[config.mk]
export PLATFORM = sky130hd
export DESIGN_NAME = regfile_mp
export DESIGN_NICKNAME = d
export VERILOG_FILES = /design/src/rtl/regfile_pkg.sv /design/src/rtl/regfile_scoreboard.sv /design/src/rtl/regfile_mp.sv
export SDC_FILE = /design/constraint.sdc
export NUM_CORES = 2
export LEC_CHECK = 0
export CELL_PAD_IN_SITES_DETAIL_PLACEMENT = 0
export CELL_PAD_IN_SITES_GLOBAL_PLACEMENT = 2
export CORE_ASPECT_RATIO = 1.4
export CORE_MARGIN = 2
export CORE_UTILIZATION = 45
export CTS_BUF_LIST = sky130_fd_sc_hd__clkbuf_8
export DETAILED_ROUTE_END_ITERATION = 7
export DONT_BUFFER_PORTS = 1
export GPL_ROUTABILITY_DRIVEN = 1
export PLACE_DENSITY_LB_ADDON = 0.1
export SKIP_LAST_GASP = 1
export SLEW_MARGIN = 10
export SYNTH_ARGS = -nofsm -noshare
export SYNTH_HDL_FRONTEND = slang
export SYNTH_SLANG_ARGS = --single-unit
[constraint.sdc]
create_clock -name clk -period 43.3 [get_ports clk]
set_input_delay 6.495 -clock clk [delete_from_list [all_inputs] [get_ports clk]]
set_output_delay 6.495 -clock clk [all_outputs]
set_load 0.005 [all_outputs]
[src/rtl/regfile_pkg.sv]
// Shared defaults, address-width helper and read-request type for the
// multi-port register file (regfile_mp, regfile_scoreboard).
package regfile_pkg;

  localparam int XLEN_DEF  = 32;
  localparam int DEPTH_DEF = 32;
  // Widest address the register file supports (DEPTH up to 64).
  localparam int ADR_MAX   = 6;

  function automatic int adr_width(input int depth);
    return (depth < 2) ? 1 : $clog2(depth);
  endfunction

  typedef struct packed {
    logic [ADR_MAX-1:0] adr;
    logic               busy;
  } rd_req_t;

endpackage

[src/rtl/regfile_scoreboard.sv]
// Per-register busy scoreboard: writebacks clear, issues set (issue wins on
// the same register), and BusyCnt tracks the population of set bits.
module regfile_scoreboard
  import regfile_pkg::*;
#(
  parameter int DEPTH    = DEPTH_DEF,
  parameter int NWR      = 2,
  parameter int ZERO_REG = 1,
  parameter int AW       = adr_width(DEPTH_DEF)
) (
  input  logic              clk,
  input  logic              rst_n,
  input  logic [NWR-1:0]    wr_en,
  input  logic [NWR*AW-1:0] wr_adr,
  input  logic              issue_en,
  input  logic [AW-1:0]     issue_adr,
  output logic [DEPTH-1:0]  busy_o,
  output logic [AW:0]       busy_cnt_o
);

  localparam bit ZR = (ZERO_REG != 0);

  logic [DEPTH-1:0] busy_q, busy_d;
  logic [AW:0]      cnt_q, cnt_d;

  always_comb begin
    busy_d = busy_q;
    for (int p = 0; p < NWR; p++) begin
      if (wr_en[p]) busy_d[wr_adr[p*AW +: AW]] = 1'b0;
    end
    // Issue is applied last so a new producer supersedes a retiring one.
    if (issue_en && !(ZR && issue_adr == '0)) busy_d[issue_adr] = 1'b1;
  end

  always_comb begin
    cnt_d = cnt_q;
    for (int r = 0; r < DEPTH; r++) begin
      if (busy_d[r] && !busy_q[r]) cnt_d = cnt_d + (AW+1)'(1);
      if (!busy_d[r] && busy_q[r]) cnt_d = cnt_d - (AW+1)'(1);
    end
  end

  always_ff @(posedge clk or negedge rst_n) begin
    if (!rst_n) begin
      busy_q <= '0;
      cnt_q  <= '0;
    end else begin
      busy_q <= busy_d;
      cnt_q  <= cnt_d;
    end
  end

  assign busy_o     = busy_q;
  assign busy_cnt_o = cnt_q;

endmodule

[src/rtl/regfile_mp.sv]
// Multi-port register file with async clear, optional hardwired x0 and busy
// scoreboard. Define REGFILE_BYPASS_EN to forward same-cycle writes to reads.
module regfile_mp
  import regfile_pkg::*;
#(
  parameter int XLEN     = XLEN_DEF,
  parameter int DEPTH    = DEPTH_DEF,
  parameter int NRD      = 2,
  parameter int NWR      = 2,
  parameter int ZERO_REG = 1,
  localparam int AW      = adr_width(DEPTH)
) (
  input  logic                clk,
  input  logic                rst_n,
  input  logic [NRD*AW-1:0]   RdAdr,
  output logic [NRD*XLEN-1:0] Read,
  output logic [NRD-1:0]      RdBusy,
  input  logic [NWR-1:0]      WrEn,
  input  logic [NWR*AW-1:0]   WrAdr,
  input  logic [NWR*XLEN-1:0] WrData,
  input  logic                IssueEn,
  input  logic [AW-1:0]       IssueAdr,
  output logic [AW:0]         BusyCnt
);

  localparam bit ZR = (ZERO_REG != 0);

  logic [XLEN-1:0]  mem_q [DEPTH];
  logic [XLEN-1:0]  mem_d [DEPTH];
  logic [DEPTH-1:0] busy;
  rd_req_t          rd_req [NRD];

  regfile_scoreboard #(
    .DEPTH    (DEPTH),
    .NWR      (NWR),
    .ZERO_REG (ZERO_REG),
    .AW       (AW)
  ) u_scoreboard (
    .clk        (clk),
    .rst_n      (rst_n),
    .wr_en      (WrEn),
    .wr_adr     (WrAdr),
    .issue_en   (IssueEn),
    .issue_adr  (IssueAdr),
    .busy_o     (busy),
    .busy_cnt_o (BusyCnt)
  );

  // Ascending port order makes the highest-index port win on address clashes.
  always_comb begin
    logic [AW-1:0] wa;
    wa    = '0;
    mem_d = mem_q;
    for (int p = 0; p < NWR; p++) begin
      wa = WrAdr[p*AW +: AW];
      if (WrEn[p] && !(ZR && wa == '0)) mem_d[wa] = WrData[p*XLEN +: XLEN];
    end
  end

  always_ff @(posedge clk or negedge rst_n) begin
    if (!rst_n) begin
      for (int r = 0; r < DEPTH; r++) mem_q[r] <= '0;
    end else begin
      mem_q <= mem_d;
    end
  end

  always_comb begin
    logic [AW-1:0]   ra;
    logic [XLEN-1:0] rdata;
    logic            fwd;
    ra     = '0;
    rdata  = '0;
    fwd    = 1'b0;
    Read   = '0;
    RdBusy = '0;
    for (int i = 0; i < NRD; i++) begin
      ra             = RdAdr[i*AW +: AW];
      rd_req[i].adr  = ADR_MAX'(ra);
      rd_req[i].busy = busy[ra];
      rdata          = mem_q[ra];
      fwd            = 1'b0;
`ifdef REGFILE_BYPASS_EN
      for (int p = 0; p < NWR; p++) begin
        if (WrEn[p] && rd_req[i].adr == ADR_MAX'(WrAdr[p*AW +: AW]) &&
            !(ZR && rd_req[i].adr == '0)) begin
          rdata = WrData[p*XLEN +: XLEN];
          fwd   = 1'b1;
        end
      end
      // A same-cycle issue to this register keeps it visibly pending.
      if (fwd && !(IssueEn && IssueAdr == ra)) rd_req[i].busy = 1'b0;
`endif
      if (ZR && rd_req[i].adr == '0) rdata = '0;
      Read[i*XLEN +: XLEN] = rdata;
      RdBusy[i]            = rd_req[i].busy & ~fwd | rd_req[i].busy & fwd;
    end
  end

endmodule
==> metrics.csv <==
metric;value;unit
status;finished, final reports clean;
ys flop type;dfrtp_1;
Placement Setup Slack;2.07;ns
clock tree sinks;1062;
number of distinct library cells after synthesis;122;
kind of end point of the critical path;flop;
TritonCTS Buffers;183;
Layout Area Growth over Synthesis;7.34;%
area of the die;172000;um^2
Max Slew Vio Count;0;
Initial Util;0.452;
H-tree depth;4;
RSZ-0062 raised after global routing;no;
Total Routing Usage GR;0.403;
max_cap viols;0;
via count;63985;
initial antenna violation count;18;
post_cts resized;0;
Setup TNS;0;ns
Synth top area share;0.351;
Post-Synth Adder-Cell Area;0.0101;
largest net degree at the start of global routing;266;
Layout Nets;7138;
share of synthesized flip-flops with an asynchronous set or reset;1.00;
most used cell, CP;ha_1;
grt met2 use;0.634;
Die Width;351;um
flops & latches, synth;1062;
# IOs;166;
final period utilization;0.937;
final instance area;81300;um^2
row count;178;
share of layout cells above drive strength 1;0.180;
GR met3 Demand/Resource;0.118;
Final Setup Violations;0;
multiplexer share of the synthesized area;0.303;
Seq/Total Area, Yosys;0.351;
CTS tree;done;
WL/cell;37.0;um
Worst Tran Pin Value;1.22;ns
relative slew slack;0.186;
Worst-path clk slew;0.07;ns
hold_ws;0.397;ns
post-synth top area cell;dfrtp_1;
Post-Synthesis Cells;7450;
core area;168000;um^2
Worst EP required;44.19;ns
Final Skew;0.0649;ns
WL final;348;mm
CP Class;input port to flop;
GP Congestion;0.934;
Cell Area, Synth;75700;um^2
slowest CP cell;o31ai_1;
gr busiest metal;met2;
post-route ant nets;0;
Warnings, synthesis;0;
top cells by area, synth;dfrtp_1 35%, mux4_2 20%, mux2i_1 11%, a21oi_1 5.0%, nor2_1 5.0%;
EDFF count, synth;0;
Die H;489;um
clk root buf;clkbuf_8;
Clock Latency Late Sink;1.01;ns
Fmax;0.0246;GHz
port bufs;0;
Post-CTS Setup Inserts;0;
crit path setup slack, layout;2.72;ns
Placement Cell Area;77200;um^2
crit start category;input port;
post-synthesis xor/xnor area fraction;0.0431;
largest family of logic cells by synthesized area;multiplexers;
DR iter-0 viols;7471;
endpoints failing hold;0;
hold crit path type;flop to flop;
Mean Syn Cell Area;10.2;um^2
Avg Vias per Cell;6.81;
met1 Usage GRT;0.486;
Synth Area in Compound Gates;0.131;
first-pass GRT wire length;485;mm
post-synthesis net count;7605;
vias in the first global route;62122;
GRT overflow;0;
CP Data Arrival Time;41.47;ns
DP Wirelength;201;mm
Crit Path Max Fanout;11;
# DRC;0;
Post-CTS Hold Buffers;0;
min Tclk post-route;40.58;ns
Max clock buf depth;3;
Pre-Repair DR Iteration Count;8;
commonest non-fill, non-tap cell in the layout;dfrtp_1;
most frequent cells in the layout;1062 x dfrtp_1, 997 x nor2_1, 797 x mux2i_1;
simple-gate share of the synthesized area;0.117;
crit-path max cell delay;0.63;ns
[registers in the layout, summed over array words and instances, names as in the netlist]
name and flops:
mem_q 1024, u_scoreboard.busy_o 32, u_scoreboard.busy_cnt_o 6
[stage by stage]
| stage | utilization | std cells |
|---|---|---|
| after floorplan | - | 7450 |
| after global placement | 0.460 | 9048 |
| after detailed placement | 0.460 | 9048 |
| after CTS | 0.485 | 9390 |
| after global routing | 0.485 | 9392 |
| final | 0.485 | 9400 |
[Yosys cell counts (all sizes together) (24+ instances only)]
cell type  number
and2           33
a31oi          53
mux4          660
mux2i         798
a21oi         764
and3           38
inv            70
nor2b          24
ha             61
a32oi          30
dfrtp        1062
xnor2         189
nand2b         37
xor2           75
buf           160
nand2         584
o21ai         387
nor3           69
nand3          80
nor2         1008
clkbuf        628
a22oi         223
a221oi         31
[critical path: cells and delay by family]
kind,cells,cell delay [ns]
AOI/OAI and AO/OA,51,11.03
buffers and inverters,5,0.61
xor gates and xnor gates,12,2.22
adders and majority gates,33,9.03
and+or+nand+nor,49,9.29
muxes,14,2.77
[worst paths after layout]
| path | from | end | slack (ns) | cells past startpoint |
|---|---|---|---|---|
| max reg2reg | u_scoreboard.busy_cnt_o[0]$_DFF_PN0_ | u_scoreboard.busy_cnt_o[4]$_DFF_PN0_ | 7.90 | 164 |
| min | mem_q[1014]$_DFF_PN0_ | mem_q[1014]$_DFF_PN0_ | 0.40 | 0 |
| max | WrAdr[5] | u_scoreboard.busy_cnt_o[4]$_DFF_PN0_ | 2.72 | 164 |
| min reg2reg | mem_q[1014]$_DFF_PN0_ | mem_q[1014]$_DFF_PN0_ | 0.40 | 0 |
| min in group asynchronous | rst_n | mem_q[30]$_DFF_PN0_ | 5.20 | 0 |
| max in group asynchronous | rst_n | mem_q[942]$_DFF_PN0_ | 35.06 | 4 |
[per-layer routing]
metal / part of all wire / vias to the layer above
met5: 0.00035 / -
met4: 0.075 / 16
met3: 0.10 / 1125
met2: 0.46 / 3747
met1: 0.36 / 32593
li1: - / 26504
[layout make-up]
type / instances / area [um^2]
inverter: 74 / 278
tap: 2250 / 2820
sequential: 1062 / 26600
timing repair buffer: 137 / 1190
clock inverter: 105 / 843
multi-input combinational: 5525 / 46300
fill: 15565 / 86400
clock buffer: 237 / 3260
antenna: 10 / 25.0
[kinds of logic (layout without fill, tap and decap cells)]
kind of cell,after synthesis,after routing
simple gates,2040,2040
compound gates,1671,1671
mux,1467,1467
flops,1062,1062
buf+inv,863,553
xor+xnor,286,286
fa+ha+maj,61,61
other cells,0,10
Power is not shown: default switching activity piles up to over one toggle a cycle in this logic, so the estimate is an artifact.
